[config.mk]
export PLATFORM = sky130hd
export DESIGN_NAME = circuit_sweep_ctrl
export DESIGN_NICKNAME = d
export VERILOG_FILES = /design/src/rtl/circuit_sweep_ctrl.sv
export SDC_FILE = /design/constraint.sdc
export NUM_CORES = 1
export LEC_CHECK = 0
export CORE_ASPECT_RATIO = 0.75
export CORE_UTILIZATION = 51
export DETAILED_ROUTE_END_ITERATION = 8
export GPL_TIMING_DRIVEN = 0
export PLACE_DENSITY_LB_ADDON = 0.15
export SYNTH_ARGS = -nofsm -noshare
export SYNTH_HDL_FRONTEND = slang
export SYNTH_SLANG_ARGS = --single-unit
[constraint.sdc]
create_clock -name clk -period 3.8 [get_ports clk]
set_input_delay 0.38 -clock clk [delete_from_list [all_inputs] [get_ports clk]]
set_output_delay 0.38 -clock clk [all_outputs]
set_load 0.05 [all_outputs]
[src/rtl/circuit_sweep_ctrl.sv]
// Exhaustive-range sweep controller for a 7-input combinational circuit:
// drives each vector for a settle cycle, samples y, and accumulates a count and MISR signature.
module circuit_sweep_ctrl (
   input  logic       clk,
   input  logic       rst,
   input  logic       start,
   input  logic       abort,
   input  logic [6:0] first_vec,
   input  logic [6:0] last_vec,
   input  logic       y_in,
   output logic [6:0] vec_out,
   output logic       busy,
   output logic       done,
   output logic [7:0] ones_cnt,
   output logic [7:0] sig
);

   typedef enum logic [1:0] {
      ST_IDLE   = 2'd0,
      ST_APPLY  = 2'd1,
      ST_SAMPLE = 2'd2,
      ST_DONE   = 2'd3
   } state_t;

   // Feedback taps of the signature register: bits 7, 5, 4 and 3
   localparam logic [7:0] MISR_TAPS = 8'hB8;

   state_t     state_reg;
   state_t     state_next;
   logic [6:0] vec_reg;
   logic [6:0] vec_next;
   logic [6:0] last_reg;
   logic [6:0] last_next;
   logic [7:0] ones_reg;
   logic [7:0] ones_next;
   logic [7:0] sig_reg;
   logic [7:0] sig_next;
   logic [7:0] misr_value;
   logic       accept;
   logic       take_sample;
   logic       at_last;

   // ------------------------------------------------------------------
   // State register
   // ------------------------------------------------------------------
   always_ff @(posedge clk) begin
      if (rst) begin
         state_reg <= ST_IDLE;
         vec_reg   <= 7'd0;
         last_reg  <= 7'd0;
         ones_reg  <= 8'd0;
         sig_reg   <= 8'd0;
      end else begin
         state_reg <= state_next;
         vec_reg   <= vec_next;
         last_reg  <= last_next;
         ones_reg  <= ones_next;
         sig_reg   <= sig_next;
      end
   end

   // ------------------------------------------------------------------
   // Next-state logic
   // ------------------------------------------------------------------
   assign at_last = (vec_reg == last_reg);

   always_comb begin
      state_next = state_reg;
      case (state_reg)
         ST_IDLE: begin
            if (start && !abort) begin
               state_next = ST_APPLY;
            end
         end
         ST_APPLY: begin
            state_next = abort ? ST_IDLE : ST_SAMPLE;
         end
         ST_SAMPLE: begin
            if (abort) begin
               state_next = ST_IDLE;
            end else if (at_last) begin
               state_next = ST_DONE;
            end else begin
               state_next = ST_APPLY;
            end
         end
         ST_DONE: begin
            state_next = ST_IDLE;
         end
         default: begin
            state_next = ST_IDLE;
         end
      endcase
   end

   // ------------------------------------------------------------------
   // Datapath: vector register, bounds latch, counters
   // ------------------------------------------------------------------
   assign accept      = (state_reg == ST_IDLE) && start && !abort;
   assign take_sample = (state_reg == ST_SAMPLE) && !abort;

   assign misr_value[0] = (^(sig_reg & MISR_TAPS)) ^ y_in;
   generate
      for (genvar gi = 1; gi < 8; gi++) begin : g_misr_shift
         assign misr_value[gi] = sig_reg[gi-1];
      end
   endgenerate

   always_comb begin
      vec_next  = vec_reg;
      last_next = last_reg;
      ones_next = ones_reg;
      sig_next  = sig_reg;
      if (accept) begin
         vec_next  = first_vec;
         last_next = last_vec;
         ones_next = 8'd0;
         sig_next  = 8'd0;
      end else if (take_sample) begin
         ones_next = ones_reg + {7'd0, y_in};
         sig_next  = misr_value;
         // The 7-bit add wraps 127 -> 0 naturally for wrap-around sweeps
         if (!at_last) begin
            vec_next = vec_reg + 7'd1;
         end
      end
   end

   // ------------------------------------------------------------------
   // Output logic
   // ------------------------------------------------------------------
   always_comb begin
      busy    = 1'b0;
      done    = 1'b0;
      vec_out = 7'd0;
      case (state_reg)
         ST_APPLY, ST_SAMPLE: begin
            busy    = 1'b1;
            vec_out = vec_reg;
         end
         ST_DONE: begin
            done = 1'b1;
         end
         default: begin
            busy    = 1'b0;
         end
      endcase
   end

   assign ones_cnt = ones_reg;
   assign sig      = sig_reg;

endmodule

* After elaboration in Yosys (flattened, before gate mapping)
Index checks and enable logic that the tools add are counted.
** Word-level totals
- Output and inout bits :: 25
- Logic and storage cells :: 36
- Bits in registers :: 32
** Cells by class
- Reductions and logical operators :: 11
- Add/subtract/negate cells :: 2
- Equal/unequal tests :: 6
- Bitwise operators :: 1
- Muxes and demuxes :: 11
** Operators by type and width (number)
- $mux W7 :: 4
- $add A8 B1 Y8 :: 1
- $mux W2 :: 4
- $pmux W2 S4 :: 1
- $reduce_xor A8 Y1 :: 1
- $add A7 B1 Y7 const B :: 1
- $eq A7 B7 Y1 :: 1
- $eq A2 B2 Y1 const B :: 2
- $logic_and A1 B1 Y1 :: 4
- $ne A2 B2 Y1 const B :: 2
- $reduce_or A2 Y1 :: 2
- $eq A2 B1 Y1 const B :: 1
- $logic_not A2 Y1 :: 1
- $mux W1 :: 2
- $reduce_and A2 Y1 :: 1
- $reduce_bool A2 Y1 :: 1
- $logic_not A1 Y1 :: 1
- $xor A1 B1 Y1 :: 1

* Depth between registers and ports, before layout
Gate-level depths: netlist of the first run.
- Depth after elaboration :: 5
- Depth in mapped cells :: 8

* Worst setup path after synthesis of the first run
Ideal clock, no wire load.
- Path kind :: register -> output
- Start point :: register state_reg[0]
- End point :: output vec_out[0]
- Slack :: 1.864 ns
- Cell stages (with the launch flop) :: 4
- Data arrival time :: 1.556 ns
- Cells stage by stage :: dfxtp_1 > inv_1 > ha_1 > and2_1
** Between the ends
- Longest elaborated chain between the ends :: 3
- Elaborated cells on any way between the ends :: 4
- Classes of those cells :: eq/ne: 2; mux: 1; reduce/logical: 1
** RTL lines
- start: declaration :: RTL line 28 : state_t state_reg;
- start signal: assignment :: RTL line 54 : state_reg <= state_next;
- $eq A2 B2 Y1 / $eq A2 B1 Y1 (equally long branches) :: RTL line 136 : case (state_reg)
- $reduce_or A2 Y1 * :: RTL line 136
- $mux W7 * :: RTL line 136
- end: declaration :: RTL line 11 : output logic [6:0] vec_out,
Mark *: on every way between the ends. The rest lies on a longest branch, timed or not.

* Worst setup path in the final report of the first run
- Start point :: register state_reg[0]
- End point :: output vec_out[2]
The elaborated chain is that of the path after synthesis.

==> summary.txt, run 1 <==
Floorplan
  – Die area: 0.00346 mm2
  – Site row count: 17
  – Die Span Y: 51.2 um
  – Core area: 0.00300 mm2
  – Die width: 67.6 um
  – Initial Util: 0.549
  – Top-Level Pins: 44

Timing
  – RSZ-0062 raised after global routing: no
  – Final hold viol count: 0
  – Fmax: 385 MHz
  – Final period utilization: 0.684
  – Minimum clock period: 2.60 ns
  – TNS Setup: 0 ns
  – Relative slew slack: 0.291
  – Clock skew: 0.00533 ns
  – Max Slew Vio Count: 0
  – Hold WS: 0.467 ns
  – Worst Tran Pin Value: 1.06 ns
  – # setup viols final: 0

Power
  – Clk pwr share: 0.386
  – Sw power: 224 uW
  – Combinational share of power: 0.174
  – Total chip power: 827 uW
  – Internal: 603 uW
  – Power Density: 372 mW/mm2
  – VDD IR max: 289 uV
  – Reg power frac: 0.440
  – Switching share of power: 0.271
  – Leakage: 0.825 nW

CTS
  – CTS Hold Buffers Added: 0
  – CTS buffer count: 5
  – Number of gates resized after CTS: 0
  – Setup Fix Bufs, Post-CTS: 0
  – CTS root buf: clkbuf_8
  – Clk slew on worst S/H paths: 0.07 ns
  – Insertion delay to the later sink of the worst-skew pair: 0.28 ns
  – TritonCTS clock tree: done
  – H-tree depth: 2
  – CTS sink count: 32
  – CTS max path bufs: 2

Worst setup path
  – CP Capture Type: output pin
  – Worst Path Arrival: 2.22 ns
  – CP Max Fanout: 8
  – Crit path launch type: flip-flop
  – Critical path type: reg2out
  – Data required, critical path: 3.42 ns

Route
  – # DRC: 0
  – DR iter-0 viols: 78
  – Post-DRT Antenna Nets: 0
  – Initial DRT Pass Iterations: 4
  – Via-to-Cell Ratio: 5.16
  – WL/cell: 12.1 um
  – Routed WL: 3420 um
  – Via Count: 1460

Logic synthesis
  – Post-Synth XOR/XNOR Area: 0.101
  – Synthesized area: 0.00165 mm2
  – Sequential share of the synthesized area: 0.389
  – Largest family of logic cells by synthesized area: simple AND/OR/NAND/NOR gates
  – Synth Area in Compound Gates: 0.146
  – Flops & latches, synth: 32
  – Synth Instances: 195
  – Post-Synth Adder-Cell Area: 0.0607
  – Mux cell area share after synthesis: 0.00607
  – Yosys warning count: 0
  – Synth Area in Simple Gates: 0.236
  – Yosys cell types: 33
  – Syn_nets: 222
  – Synthesized area per cell: 8.45 um2

Run
  – Max-Cap Viols: 0

Run status
  – Outcome: finished clean

GRT
  – Vias in the first global route: 1301
  – Initial antenna violation count: 0
  – Largest net degree at the start of global routing: 11
  – First-pass GRT wire length: 5740 um
  – GRT overflow: 0
  – Total Routing Usage GR: 0.230

Final layout
  – Fill cell count: 250
  – Area of the multi-input gates: 906 um2
  – Area Overhead vs Synth: 34.9%
  – Ant diodes: 0
  – Final core occ: 0.741
  – Post-layout nets: 271
  – Final Non-Filler Cells: 283
  – Most common cell after layout, fill and taps aside: clkdlybuf4s50_1
  – Area occupied by registers: 641 um2
  – Layout cells sized above 1: 0.0857
  – Most frequent cells in the layout: 42 x clkdlybuf4s50_1, 37 x nand2_1, 32 x dfxtp_1

Placed design
  – Final HPWL DP: 2570 um
  – Final GP Congestion: 0.839
  – Placed Instances: 275
  – Port Buf Inserts: 42

Min path
  – Worst hold-check path type: reg2reg
[routing by layer]
metal	GRT usage	vias up	wire (um)
met4	0.0638	0	20
met5	0	-	0
li1	-	754	-
met3	0.0871	4	221
met1	0.317	654	1710
met2	0.328	48	1480
[cells in the mapped netlist]
| cell type | n | share of area |
|---|---|---|
| nor2_1 | 13 | 0.030 |
| a21oi_1 | 21 | 0.064 |
| xnor2_1 | 8 | 0.043 |
| clkbuf_1 | 9 | 0.020 |
| o32ai_1 | 1 | 0.0053 |
| and4_1 | 1 | 0.0053 |
| nand2_1 | 37 | 0.084 |
| ha_1 | 8 | 0.061 |
| o21ai_0 | 3 | 0.0091 |
| nor4_4 | 1 | 0.013 |
| a211oi_1 | 7 | 0.032 |
| inv_1 | 4 | 0.0091 |
| a311oi_2 | 1 | 0.0091 |
| and2_2 | 1 | 0.0046 |
| a31oi_1 | 1 | 0.0038 |
| xor2_1 | 11 | 0.058 |
| and3_2 | 1 | 0.0046 |
| dfxtp_1 | 32 | 0.39 |
| nor4_1 | 1 | 0.0038 |
| nand2b_1 | 2 | 0.0076 |
| a2111o_1 | 1 | 0.0068 |
| nor3b_1 | 1 | 0.0046 |
| nand3b_1 | 1 | 0.0046 |
| and2_1 | 6 | 0.023 |
| buf_4 | 7 | 0.032 |
| a21oi_2 | 2 | 0.011 |
| or3_1 | 2 | 0.0076 |
| nor2b_1 | 1 | 0.0038 |
| nor3_4 | 1 | 0.0099 |
| mux2i_1 | 1 | 0.0061 |
| a31o_1 | 1 | 0.0053 |
| nand4_1 | 7 | 0.027 |
| and3_1 | 1 | 0.0038 |
[kinds of logic (layout without fill, tap and decap cells)]
group | Yosys count | in the layout
AOI/OAI and AO/OA | 38 | 38
xor gates and xnor gates | 19 | 19
adders and majority gates | 8 | 8
buffers and inverters | 20 | 70
DFF | 32 | 32
muxes | 1 | 1
and+or+nand+nor | 77 | 77
[cell type report]
cell class,instances,share of cell area
Multi-Input combinational cell,143,0.407
Sequential cell,32,0.288
Timing Repair Buffer,42,0.189
Buffer,16,0.0388
Clock buffer,6,0.0326
Tap cell,38,0.0214
Clock inverter,2,0.0158
Inverter,4,0.00675
[through the flow]
stage               setup WS (ns)  instance area (um2)
floorplan                    1.86                 1650
global placement             1.51                 2120
detailed placement           1.49                 2120
CTS                          1.20                 2220
global route                 1.10                 2220
finish                       1.20                 2220
[critical path, cell delays in order (launching register included)]
cell and delay (ns):
dfxtp_1 0.41, inv_1 0.11, ha_1 0.42, and2_2 0.19, clkdlybuf4s50_1 0.80
[power groups by stage]
stage               clock network (mW)  logic [mW]  registers, mW
global placement                     0       0.142          0.371
floorplan                            0      0.0982          0.367
detailed placement                   0       0.143          0.371
global route                     0.341       0.157          0.365
finish                           0.319       0.144          0.364
CTS                              0.325       0.144          0.363
[worst paths after layout]
path              depth (start not counted)                       from                 endpoint  slack, ns
setup / recovery                          4  state_reg[0]$_SDFFE_PP0P_               vec_out[2]       1.20
hold / removal                            2        sig[0]$_SDFFE_PP0P_      sig[1]$_SDFFE_PP0P_       0.47
setup reg to reg                          5  state_reg[0]$_SDFFE_PP0P_  vec_reg[2]$_SDFFE_PP0P_       1.71
hold reg to reg                           2        sig[0]$_SDFFE_PP0P_      sig[1]$_SDFFE_PP0P_       0.47
Power figures use the tool's default switching activity.
==> run 2, diff against run 1 <==
CORE_UTILIZATION = 43   (was 51)
clock period = 2.2 ns   (was 3.8 ns; I/O delays follow)
==> summary.txt, run 2 (synthesis gave the netlist of run 1 again) <==
Worst setup path
  – CP Capture Type: output pin
  – Worst R2R Setup Slack: 0.27 ns (-1.44 ns)
  – Crit Reg-Reg Endpoint: ones_cnt[7]$_SDFFE_PP0P_
  – Buf/Inv on CP: 2 (unchanged)
  – Worst path slowest cell: dlygate4sd2_1
  – CP Max Fanout: 8 (unchanged)
  – Reg2reg start: state_reg[0]$_SDFFE_PP0P_
  – Crit path launch type: flip-flop
  – CP Cell Sequence: inv_1, ha_1, and2_2, dlygate4sd2_1
  – CP peak stage delay: 0.52 ns (-0.28 ns)
  – Data required, critical path: 1.98 ns (-1.44 ns)
  – R2R depth: 7 (+2)
  – Critical path type: reg2out
  – Worst Path Arrival: 1.89 ns (-0.33 ns)
  – Family with the most delay on the worst path: buffers and inverters

CTS
  – CTS sink count: 32 (unchanged)
  – TritonCTS clock tree: done
  – H-tree depth: 2 (unchanged)
  – CTS Hold Buffers Added: 0 (unchanged)
  – Clk slew on worst S/H paths: 0.06 ns (about the same)
  – CTS max path bufs: 2 (unchanged)
  – CTS buffer count: 5 (unchanged)
  – Insertion delay to the later sink of the worst-skew pair: 0.28 ns (about the same)
  – CTS root buf: clkbuf_8

Floorplan
  – Initial Util: 0.450 (-0.0993)
  – Core area: 0.00366 mm2 (+22%)
  – Die area: 0.00409 mm2 (+18%)
  – Die width: 73.5 um (+8.6%)
  – Die Span Y: 55.6 um (+8.6%)
  – Site row count: 19 (+2)
  – Top-Level Pins: 44 (unchanged)

Route
  – Initial DRT Pass Iterations: 4 (unchanged)
  – Post-DRT Antenna Nets: 0 (unchanged)
  – Via-to-Cell Ratio: 4.76 (-7.7%)
  – DR iter-0 viols: 65 (-17%)
  – # DRC: 0 (unchanged)
  – Routed WL: 3440 um (+0.47%)
  – Via Count: 1415 (-3.1%)
  – WL/cell: 11.6 um (-4.3%)

Timing
  – Fmax: 474 MHz
  – Minimum clock period: 2.11 ns
  – Final hold viol count: 0 (unchanged)
  – Max Slew Vio Count: 0 (unchanged)
  – Final worst setup slack: 0.0907 ns (-1.11 ns)
  – Relative slew slack: 0.609 (+0.317)
  – RSZ-0062 raised after global routing: no
  – Clock skew: 0.00307 ns (-0.00226 ns)
  – Hold WS: 0.367 ns (-0.0997 ns)
  – TNS Setup: 0 ns (unchanged)
  – # setup viols final: 0 (unchanged)
  – Worst Tran Pin Value: 0.585 ns (-0.476 ns)
  – Final period utilization: 0.959

Run
  – Max-Cap Viols: 0 (unchanged)

GRT
  – Initial antenna violation count: 0 (unchanged)
  – Total Routing Usage GR: 0.190 (-0.0392)
  – Vias in the first global route: 1242 (-4.5%)
  – First-pass GRT wire length: 5860 um (+2.1%)
  – Largest net degree at the start of global routing: 11 (unchanged)
  – GRT overflow: 0 (unchanged)

Min path
  – Hold path startpoint: rst
  – WHS Path Cells: 2 (unchanged)
  – Worst hold-check path type: in2reg
  – Hold Path End: vec_reg[6]$_SDFFE_PP0P_

Final layout
  – Final Cell Area: 0.00222 mm2 (-0.22%)
  – Most common cell after layout, fill and taps aside: nand2_1
  – Layout cells sized above 1: 0.0857 (unchanged)
  – Ant diodes: 0 (unchanged)
  – Area Overhead vs Synth: 34.6%
  – Most frequent cells in the layout: 37 x nand2_1, 34 x clkdlybuf4s50_1, 32 x dfxtp_1
  – Fill cell count: 365 (+46%)
  – Post-layout nets: 271 (unchanged)

Placed design
  – Port Buf Inserts: 42 (unchanged)
  – Final HPWL DP: 2510 um (-2.2%)
  – Placed cell areas: 0.00213 mm2 (+0.83%)
  – Place WS: 0.0260 ns (-1.46 ns)
  – Final GP Congestion: 0.784 (-6.6%)

Power
  – Total chip power: 1.33 mW (+61%)
  – Power Density: 602 mW/mm2 (+62%)
  – Leakage: 0.853 nW (+3.4%)
  – VDD IR max: 313 uV (+8.4%)

Run status
  – Outcome: finished clean
-- run 2: changes by cell type in the layout (fill, tap and decap cells not counted), sizes merged --
cell	before	now
clkinv	1	0
dlygate4sd2	0	8
bufinv	1	0
clkdlybuf4s50	42	34
clkbuf	15	17
-- run 2: layout make-up --
class / count / area [um2] / share of cell area
sequential: 32 / 641 / 0.289
tap: 52 / 65.1 / 0.0293
buffer: 16 / 86.3 / 0.0389
timing repair buffer: 42 / 410 / 0.185
clock buffer: 8 / 90.1 / 0.0406
inverter: 4 / 15.0 / 0.00677
multi-input combinational: 143 / 911 / 0.411
-- run 2: report_power, final --
group          switching [mW]  internal (mW)  total (mW)
Clock                   0.207          0.255       0.462
Combinational           0.145         0.0991       0.244
Sequential             0.0268          0.601       0.628
-- run 2: layer usage --
metal | up-vias | global-route usage | wire length (um)
li1 | 753 | - | -
met1 | 620 | 0.289 | 1770
met2 | 34 | 0.246 | 1390
met3 | 8 | 0.0471 | 216
met4 | 0 | 0.0907 | 65
met5 | - | 0 | 0
-- run 2: worst max-delay path by stage --
| stage | startpoint | end | slack (ns) | depth (start not counted) |
|---|---|---|---|---|
| floorplan | state_reg[0]$_SDFFE_PP0P_ | vec_out[0] | 0.42 | 3 |
| global placement | start | vec_reg[2]$_SDFFE_PP0P_ | 0.04 | 5 |
| detailed placement | start | vec_reg[2]$_SDFFE_PP0P_ | 0.03 | 5 |
| CTS | state_reg[0]$_SDFFE_PP0P_ | vec_out[2] | 0.08 | 4 |
| global route | state_reg[0]$_SDFFE_PP0P_ | vec_out[0] | 0.003 | 4 |
| finish | state_reg[0]$_SDFFE_PP0P_ | vec_out[2] | 0.09 | 4 |
-- run 2: timing repair --
action,CTS,global route
endpoints found under the setup margin,8,1
gates resized for setup,8,1
setup buffers,0,0
-- run 2: metrics by stage --
step            util  instances
5_1_grt        0.606        297
3_3_place_gp   0.583        289
3_5_place_dp   0.583        289
4_1_cts        0.605        297
6_report       0.606        297
2_1_floorplan      -        195
